$ cat src/rtl/mips_pkg.sv
// Shared constants for the multicycle MIPS control unit: opcodes, state
// encodings and the datapath mux/ALU select codes.
package mips_pkg;

    // Supported instruction opcodes (IR[31:26])
    localparam logic [5:0] OP_RTYPE = 6'b000000;
    localparam logic [5:0] OP_J     = 6'b000010;
    localparam logic [5:0] OP_BEQ   = 6'b000100;
    localparam logic [5:0] OP_ADDI  = 6'b001000;
    localparam logic [5:0] OP_ANDI  = 6'b001100;
    localparam logic [5:0] OP_ORI   = 6'b001101;
    localparam logic [5:0] OP_LW    = 6'b100011;
    localparam logic [5:0] OP_SW    = 6'b101011;

    // Controller state encodings (exposed on STATE for debug)
    localparam logic [3:0] S_FETCH    = 4'd0;
    localparam logic [3:0] S_DECODE   = 4'd1;
    localparam logic [3:0] S_MEM_ADDR = 4'd2;
    localparam logic [3:0] S_MEM_RD   = 4'd3;
    localparam logic [3:0] S_MEM_WB   = 4'd4;
    localparam logic [3:0] S_MEM_WR   = 4'd5;
    localparam logic [3:0] S_R_EXEC   = 4'd6;
    localparam logic [3:0] S_R_WB     = 4'd7;
    localparam logic [3:0] S_BRANCH   = 4'd8;
    localparam logic [3:0] S_JUMP     = 4'd9;
    localparam logic [3:0] S_I_EXEC   = 4'd10;
    localparam logic [3:0] S_I_WB     = 4'd11;

    // ALU B operand select
    localparam logic [1:0] SRCB_REG    = 2'b00;
    localparam logic [1:0] SRCB_FOUR   = 2'b01;
    localparam logic [1:0] SRCB_IMM    = 2'b10;
    localparam logic [1:0] SRCB_IMM_SH = 2'b11;

    // ALU operation class
    localparam logic [1:0] ALUOP_ADD   = 2'b00;
    localparam logic [1:0] ALUOP_SUB   = 2'b01;
    localparam logic [1:0] ALUOP_FUNCT = 2'b10;
    localparam logic [1:0] ALUOP_LOGIC = 2'b11;

    // PC source select
    localparam logic [1:0] PCSRC_ALU    = 2'b00;
    localparam logic [1:0] PCSRC_ALUOUT = 2'b01;
    localparam logic [1:0] PCSRC_JUMP   = 2'b10;

    // States that wait on MEM_READY and are covered by the timeout counter
    function automatic logic is_mem_wait(input logic [3:0] s);
        return (s == S_FETCH) || (s == S_MEM_RD) || (s == S_MEM_WR);
    endfunction

endpackage

$ cat src/rtl/mips_mc_control.sv
// Multicycle MIPS control FSM with memory-wait timeout and illegal-opcode
// detection. Outputs are decoded from the current state; FETCH write
// strobes and the error pulses additionally qualify on MEM_READY/OPCODE.
module mips_mc_control
    import mips_pkg::*;
#(
    parameter int MEM_TIMEOUT = 15
) (
    input  logic       CLK,
    input  logic       RST,
    input  logic [5:0] OPCODE,
    input  logic       MEM_READY,
    output logic       PC_WRITE,
    output logic       PC_WRITE_COND,
    output logic       I_OR_D,
    output logic       MEM_READ,
    output logic       MEM_WRITE,
    output logic       IR_WRITE,
    output logic       MEM_TO_REG,
    output logic       REG_DST,
    output logic       REG_WRITE,
    output logic       ALU_SRC_A,
    output logic [1:0] ALU_SRC_B,
    output logic [1:0] ALU_OP,
    output logic [1:0] PC_SOURCE,
    output logic       EXT_SEL,
    output logic       ILLEGAL,
    output logic       MEM_ERR,
    output logic [3:0] STATE
);

    // A zero timeout still needs a one-bit counter to compare against
    localparam int CNT_W = (MEM_TIMEOUT < 1) ? 1 : $clog2(MEM_TIMEOUT + 1);
    localparam logic [CNT_W-1:0] CNT_LIMIT = CNT_W'(MEM_TIMEOUT);

    logic [3:0]       state_q, state_d;
    logic [CNT_W-1:0] wait_cnt_q, wait_cnt_d;
    logic             ext_sel_q;
    logic             timeout;
    logic             legal_op;

    // Timeout only when the limit is reached and the memory is still not ready;
    // a ready strobe in that same cycle wins and completes normally.
    assign timeout = is_mem_wait(state_q) && !MEM_READY && (wait_cnt_q == CNT_LIMIT);

    assign legal_op = (OPCODE == OP_RTYPE) || (OPCODE == OP_LW)   || (OPCODE == OP_SW)   ||
                      (OPCODE == OP_BEQ)   || (OPCODE == OP_J)    || (OPCODE == OP_ADDI) ||
                      (OPCODE == OP_ANDI)  || (OPCODE == OP_ORI);

    assign STATE = state_q;

    // Next-state selection
    always_comb begin
        state_d = state_q;
        case (state_q)
            S_FETCH: begin
                if (MEM_READY)    state_d = S_DECODE;
                else if (timeout) state_d = S_FETCH;
            end
            S_DECODE: begin
                case (OPCODE)
                    OP_RTYPE:               state_d = S_R_EXEC;
                    OP_LW, OP_SW:           state_d = S_MEM_ADDR;
                    OP_BEQ:                 state_d = S_BRANCH;
                    OP_J:                   state_d = S_JUMP;
                    OP_ADDI, OP_ANDI, OP_ORI: state_d = S_I_EXEC;
                    default:                state_d = S_FETCH;
                endcase
            end
            S_MEM_ADDR: state_d = (OPCODE == OP_LW) ? S_MEM_RD : S_MEM_WR;
            S_MEM_RD: begin
                if (MEM_READY)    state_d = S_MEM_WB;
                else if (timeout) state_d = S_FETCH;
            end
            S_MEM_WB: state_d = S_FETCH;
            S_MEM_WR: begin
                if (MEM_READY || timeout) state_d = S_FETCH;
            end
            S_R_EXEC: state_d = S_R_WB;
            S_R_WB:   state_d = S_FETCH;
            S_BRANCH: state_d = S_FETCH;
            S_JUMP:   state_d = S_FETCH;
            S_I_EXEC: state_d = S_I_WB;
            S_I_WB:   state_d = S_FETCH;
            default:  state_d = S_FETCH;
        endcase
    end

    // Wait counter: restarts on every state entry (including the FETCH->FETCH
    // timeout retry) and saturates at the limit instead of wrapping.
    always_comb begin
        wait_cnt_d = wait_cnt_q;
        if ((state_d != state_q) || timeout) begin
            wait_cnt_d = '0;
        end else if (is_mem_wait(state_q) && !MEM_READY && (wait_cnt_q != CNT_LIMIT)) begin
            wait_cnt_d = wait_cnt_q + CNT_W'(1);
        end
    end

    // Output decode: one case on state, then reset suppresses all strobes
    always_comb begin
        PC_WRITE      = 1'b0;
        PC_WRITE_COND = 1'b0;
        I_OR_D        = 1'b0;
        MEM_READ      = 1'b0;
        MEM_WRITE     = 1'b0;
        IR_WRITE      = 1'b0;
        MEM_TO_REG    = 1'b0;
        REG_DST       = 1'b0;
        REG_WRITE     = 1'b0;
        ALU_SRC_A     = 1'b0;
        ALU_SRC_B     = SRCB_REG;
        ALU_OP        = ALUOP_ADD;
        PC_SOURCE     = PCSRC_ALU;
        EXT_SEL       = 1'b0;
        ILLEGAL       = 1'b0;
        MEM_ERR       = 1'b0;
        case (state_q)
            S_FETCH: begin
                MEM_READ  = 1'b1;
                ALU_SRC_B = SRCB_FOUR;
                IR_WRITE  = MEM_READY;
                PC_WRITE  = MEM_READY;
                MEM_ERR   = timeout;
            end
            S_DECODE: begin
                ALU_SRC_B = SRCB_IMM_SH;
                ILLEGAL   = !legal_op;
            end
            S_MEM_ADDR: begin
                ALU_SRC_A = 1'b1;
                ALU_SRC_B = SRCB_IMM;
            end
            S_MEM_RD: begin
                MEM_READ = 1'b1;
                I_OR_D   = 1'b1;
                MEM_ERR  = timeout;
            end
            S_MEM_WB: begin
                REG_WRITE  = 1'b1;
                MEM_TO_REG = 1'b1;
            end
            S_MEM_WR: begin
                MEM_WRITE = 1'b1;
                I_OR_D    = 1'b1;
                MEM_ERR   = timeout;
            end
            S_R_EXEC: begin
                ALU_SRC_A = 1'b1;
                ALU_OP    = ALUOP_FUNCT;
            end
            S_R_WB: begin
                REG_WRITE = 1'b1;
                REG_DST   = 1'b1;
            end
            S_BRANCH: begin
                ALU_SRC_A     = 1'b1;
                ALU_OP        = ALUOP_SUB;
                PC_WRITE_COND = 1'b1;
                PC_SOURCE     = PCSRC_ALUOUT;
            end
            S_JUMP: begin
                PC_WRITE  = 1'b1;
                PC_SOURCE = PCSRC_JUMP;
            end
            S_I_EXEC: begin
                ALU_SRC_A = 1'b1;
                ALU_SRC_B = SRCB_IMM;
                if ((OPCODE == OP_ANDI) || (OPCODE == OP_ORI)) begin
                    ALU_OP  = ALUOP_LOGIC;
                    EXT_SEL = 1'b1;
                end
            end
            S_I_WB: begin
                REG_WRITE = 1'b1;
                EXT_SEL   = ext_sel_q;
            end
            default: ;
        endcase
        if (RST) begin
            PC_WRITE  = 1'b0;
            IR_WRITE  = 1'b0;
            REG_WRITE = 1'b0;
            MEM_WRITE = 1'b0;
            ILLEGAL   = 1'b0;
            MEM_ERR   = 1'b0;
        end
    end

    // State, wait counter and extender-mode hold for the I-type write-back
    always_ff @(posedge CLK) begin
        if (RST) begin
            state_q    <= S_FETCH;
            wait_cnt_q <= '0;
            ext_sel_q  <= 1'b0;
        end else begin
            state_q    <= state_d;
            wait_cnt_q <= wait_cnt_d;
            if (state_q == S_I_EXEC) ext_sel_q <= EXT_SEL;
        end
    end

endmodule

$ cat config.mk
export PLATFORM = sky130hd
export DESIGN_NAME = mips_mc_control
export DESIGN_NICKNAME = d
export VERILOG_FILES = /design/src/rtl/mips_pkg.sv /design/src/rtl/mips_mc_control.sv
export SDC_FILE = /design/constraint.sdc
export NUM_CORES = 1
export LEC_CHECK = 0
export BUFFER_PORTS_ARGS = -buffer_cell sky130_fd_sc_hd__buf_2
export CAP_MARGIN = 0
export CORE_MARGIN = 1.5
export CORE_UTILIZATION = 53
export CTS_BUF_LIST = sky130_fd_sc_hd__clkbuf_8 sky130_fd_sc_hd__clkbuf_16
export DETAILED_ROUTE_END_ITERATION = 6
export PLACE_DENSITY = 0.88
export SETUP_SLACK_MARGIN = 0.2
export SLEW_MARGIN = 20
export SYNTH_ARGS = -nofsm -noshare
export SYNTH_HDL_FRONTEND = slang
export SYNTH_SLANG_ARGS = --single-unit
$ cat constraint.sdc
create_clock -name CLK -period 3.9 [get_ports CLK]
set_input_delay 0.585 -clock CLK [delete_from_list [all_inputs] [get_ports CLK]]
set_output_delay 0.585 -clock CLK [all_outputs]
set_load 0.05 [all_outputs]
; Word level (Yosys, flattened, before mapping)
; Cells that the tools add are included.
[classes]
addsub = 1
eq_ne = 21
muxes = 31
reduce_logical = 28
[ops]
columns = cell, count
row1 = 4-bit case mux with 7 select lines, 1
row2 = 4-bit equality test (second input constant), 5
row3 = 4-bit case mux with 5 select lines, 1
row4 = 6-bit by 4-bit equality test with 1-bit output (second input constant), 3
row5 = 1-bit two-way mux, 18
row6 = 4-bit by 3-bit equality test with 1-bit output (second input constant), 4
row7 = 4-bit two-way mux, 4
row8 = 6-bit equality test (second input constant), 2
row9 = 1-bit logical OR, 12
row10 = 2-bit case mux with 3 select lines, 2
row11 = 2-bit OR reduction, 5
row12 = 3-bit OR reduction, 3
row13 = 4-bit by 2-bit equality test with 1-bit output (second input constant), 2
row14 = 6-bit by 2-bit equality test with 1-bit output (second input constant), 1
row15 = 6-bit by 3-bit equality test with 1-bit output (second input constant), 1
row16 = 6-bit logical NOT, 1
row17 = 4-bit by 1-bit adder with 4-bit output (second input constant), 1
row18 = 4-bit by 1-bit equality test with 1-bit output (second input constant), 1
row19 = 4-bit logical NOT, 1
row20 = 4-bit inequality test, 1
row21 = 4-bit inequality test (second input constant), 1
row22 = 1-bit case mux with 2 select lines, 2
row23 = 2-bit case mux with 2 select lines, 1
row24 = 4-bit OR reduction, 1
row25 = 4 further kinds, 7
[word_totals]
reg_bits = 9
input_bits = 9
output_inout_bits = 23
wordCells = 84

; Depth between registers and ports, before layout
[logic_depth]
ltp_word = 11
mapped_depth = 7
ltp_nobuf = 6

; Worst setup path before layout
; Ideal clock, no wire load.
[synth_path]
path_type = reg-to-output
startpoint = register state_q[1] (netlist: STATE[1])
endpoint = output ILLEGAL
t_arrival_ps = 3736
required_ps = 3315
path_slack_ps = -421
stages_incl_launch_ff = 4
n_path_buf = 1
path_cell_list = dfxtp_1 buf_6 or4b_4 a2111oi_0
[synth_via]
elab_chain_len = 3
[synth_lines]
columns = element, line_no
row1 = from (decl), mips_mc_control.sv:36  ; logic [3:0] state_q, state_d;
row2 = from (signal assigned), mips_mc_control.sv:197  ; state_q <= state_d;
row3 = 4-bit by 1-bit equality test with 1-bit output, mips_mc_control.sv:118  ; case (state_q)
row4 = 1-bit two-way mux, mips_mc_control.sv:118
row5 = 1-bit two-way mux, mips_mc_control.sv:180  ; if (RST) begin
row6 = to (decl), mips_mc_control.sv:27  ; output logic ILLEGAL,
; No other way between the ends.

; Worst setup path in the final report
[layout_path]
startpoint = register state_q[0] (netlist: STATE[0])
endpoint = output ILLEGAL
; Same word-level chain as after synthesis.

==> impl_metrics.env <==
export IMPL_worstPathRequired_ns=3.31
export IMPL_synth_top_area_share_pct=19.9
export IMPL_die_w_um=44.3
export IMPL_setup_viol=0
export IMPL_clk_path_buf_depth=2
export IMPL_multiInputGateArea_um2=664
export IMPL_synth_async_reset_ratio_pct=0
export IMPL_io_pins=32
export IMPL_synth_area_um2=906
export IMPL_synthTopCellsByCount="nor2_1, nand2_1, a21oi_1"
export IMPL_drive_above_1_share_pct=25.6
export IMPL_synth_flop_cell="dfxtp_1"
export IMPL_power_density_mw_per_mm2=252
export IMPL_grt_pass1_wl_um=4080
export IMPL_seq_area_um2=180
export IMPL_synth_edf_count=0
export IMPL_p_leak_uw=0.000503
export IMPL_drtIter0Drc=51
export IMPL_wirelength_um=2540
export IMPL_antenna_left=0
export IMPL_cts_buffers=3
export IMPL_clkTransAtPathRegs_ns=0.05
export IMPL_fin_tns_setup_ns=0
export IMPL_clk_latency_ns=0.23
export IMPL_grt_pass1_vias=938
export IMPL_status="finished with violations"
export IMPL_clock_sinks=9
export IMPL_rsz0062_at_grt="no"
export IMPL_yosys_top_cells_area="dfxtp_1, nor2_1, a21oi_1"
export IMPL_routabilityCongestion=0.861
export IMPL_start_util_pct=58.1
export IMPL_die_y_um=44.3
export IMPL_grt_remaining_overflow=0
export IMPL_grt_use_total_pct=28.3
export IMPL_critPathLaunchType="flip-flop"
export IMPL_arrival_ns=2.30
export IMPL_core_rowCount=14
export IMPL_cts_root_buf="clkbuf_8"
export IMPL_worstPathMaxFanout=24
export IMPL_synth_area_leader_cell="dfxtp_1"
export IMPL_synth_area_per_cell_um2=6.86
export IMPL_grt_start_max_net_pins=25
export IMPL_core_area_mm2=0.00156
export IMPL_hp_class="flip-flop to flip-flop"
export IMPL_nets=167
export IMPL_avgRoutedWirePerCell_um=14.8
export IMPL_period_share_pct=73.9
export IMPL_critical_path_class="flip-flop to output pin"
export IMPL_drc=4
export IMPL_antenna_found_initial=0
export IMPL_viasPerCell=6.32
export IMPL_seq_area_frac_synth_pct=19.9
export IMPL_cts_tree="done"
export IMPL_violations="DRC"
export IMPL_dieArea_mm2=0.00197
export IMPL_vdd_drop_max_mv=0.257
export IMPL_cap_viol_max_count=0
export IMPL_yosysUniqueCellTypes=40
export IMPL_fill_cells=142
export IMPL_fin_worst_skew_ns=0.00141
export IMPL_area_growth_pct=19.2
export IMPL_drtPass1Iterations=6
export IMPL_vias=1087
export IMPL_fmax_mhz=347
export IMPL_synthCells=132
export IMPL_synth_seq_cells=9
export IMPL_finalCriticalPeriod_ns=2.88
export IMPL_post_cts_setup_buffers=0
export IMPL_critPathCaptureType="output pin"
export IMPL_cts_resized=0
export IMPL_yosys_warnings=0
export IMPL_tightest_slew_ns=0.704
export IMPL_n_antenna_cell=0
export IMPL_drv_slew=0
export IMPL_relSlewSlack_pct=53.0
export IMPL_holdBufCountCts=0
export IMPL_dp_hpwl_um=1930
export IMPL_cts_max_level=1
export IMPL_timing_hold_violations_final=0
export IMPL_synth_most_common_cell="nor2_1"
export IMPL_fin_util_pct=69.3
export IMPL_port_buffers=31
export IMPL_synth_net_count=142
-- cell type report --
cell class | count | area share [%]
inverters | 4 | 1.39
well taps | 16 | 1.85
repair buffers | 31 | 14.4
clock inverters | 1 | 0.348
flip-flops and latches | 9 | 16.7
clock buffers | 3 | 3.82
multi-input cells | 108 | 61.5
-- through the flow --
step           std cells  instance area, um2  power [uW]  hold WS [ns]  worst slack, ns
2_1_floorplan        132                 912         150         0.437            0.246
3_3_place_gp         168                1030         164         0.445             1.34
3_5_place_dp         168                1030         167         0.474             1.29
4_1_cts              172                1080         276         0.454             1.05
5_1_grt              172                1080         285         0.492            0.910
6_report             172                1080         272         0.454             1.02
-- power breakdown --
part / switching [uW] / leakage, uW / internal (uW)
sequential: 5.57 / 0.0000728 / 93.9
clock: 37.4 / 0.0000269 / 68.6
combinational: 45.3 / 0.000403 / 21.2
-- layout by cell type, fill, tap and decap left out, drive strengths merged, types with 2 or more instances in the layout --
| cell | synthesis | routed |
|---|---|---|
| mux2i | 3 | 3 |
| a211o | 2 | 2 |
| xor2 | 4 | 4 |
| nor3 | 9 | 9 |
| nor2 | 18 | 18 |
| nand4 | 3 | 3 |
| nor4 | 4 | 4 |
| nor2b | 2 | 2 |
| o21ai | 7 | 7 |
| nand3 | 2 | 2 |
| buf | 2 | 31 |
| inv | 4 | 5 |
| nor3b | 3 | 3 |
| a221oi | 2 | 2 |
| dfxtp | 9 | 9 |
| a31oi | 2 | 2 |
| or2 | 2 | 2 |
| a21oi | 10 | 10 |
| nand2b | 4 | 4 |
| and3 | 5 | 5 |
| nand2 | 13 | 13 |
| clkbuf | 9 | 3 |
-- metal layers --
layer	up-vias	share of wire (%)	wire length, um	global-route usage, %
met5	-	0	0	0
met4	0	1.1	27	13.3
met3	4	7.4	189	1.63
met2	50	52	1320	50.0
met1	499	40	1010	34.8
li1	534	-	-	-
-- worst paths after layout --
path,start,endpoint,slack (ns),cells after the start
hold reg to reg,ext_sel_q,ext_sel_q,0.45,2
hold / removal,ext_sel_q,ext_sel_q,0.45,2
setup reg to reg,STATE[0],wait_cnt_q[1],1.69,5
setup / recovery,STATE[0],ILLEGAL,1.02,3
-- cells by family (layout without fill, tap and decap cells) --
family,count (synthesis),in the layout,share of synthesized area (%)
adder cells (fa/ha/maj),1,1,1.38
flip-flops,9,9,19.9
multiplexers,3,3,3.32
AO/OA/AOI/OAI,31,31,22.5
buffers and inverters,15,39,7.46
AND/OR/NAND/NOR,68,68,40.6
XOR/XNOR,5,5,4.83
-- worst max-delay path, cell delays in order, from the launching register on --
cell       delay (ns)
dfxtp_1          0.77
or4b_4           0.58
a2111oi_1        0.38
buf_2            0.33
-- registers in the layout, indices dropped and copies added, names as in the netlist --
| register | flops |
|---|---|
| STATE | 4 |
| wait_cnt_q | 4 |
| ext_sel_q | 1 |
Power figures use the tool's default switching activity.
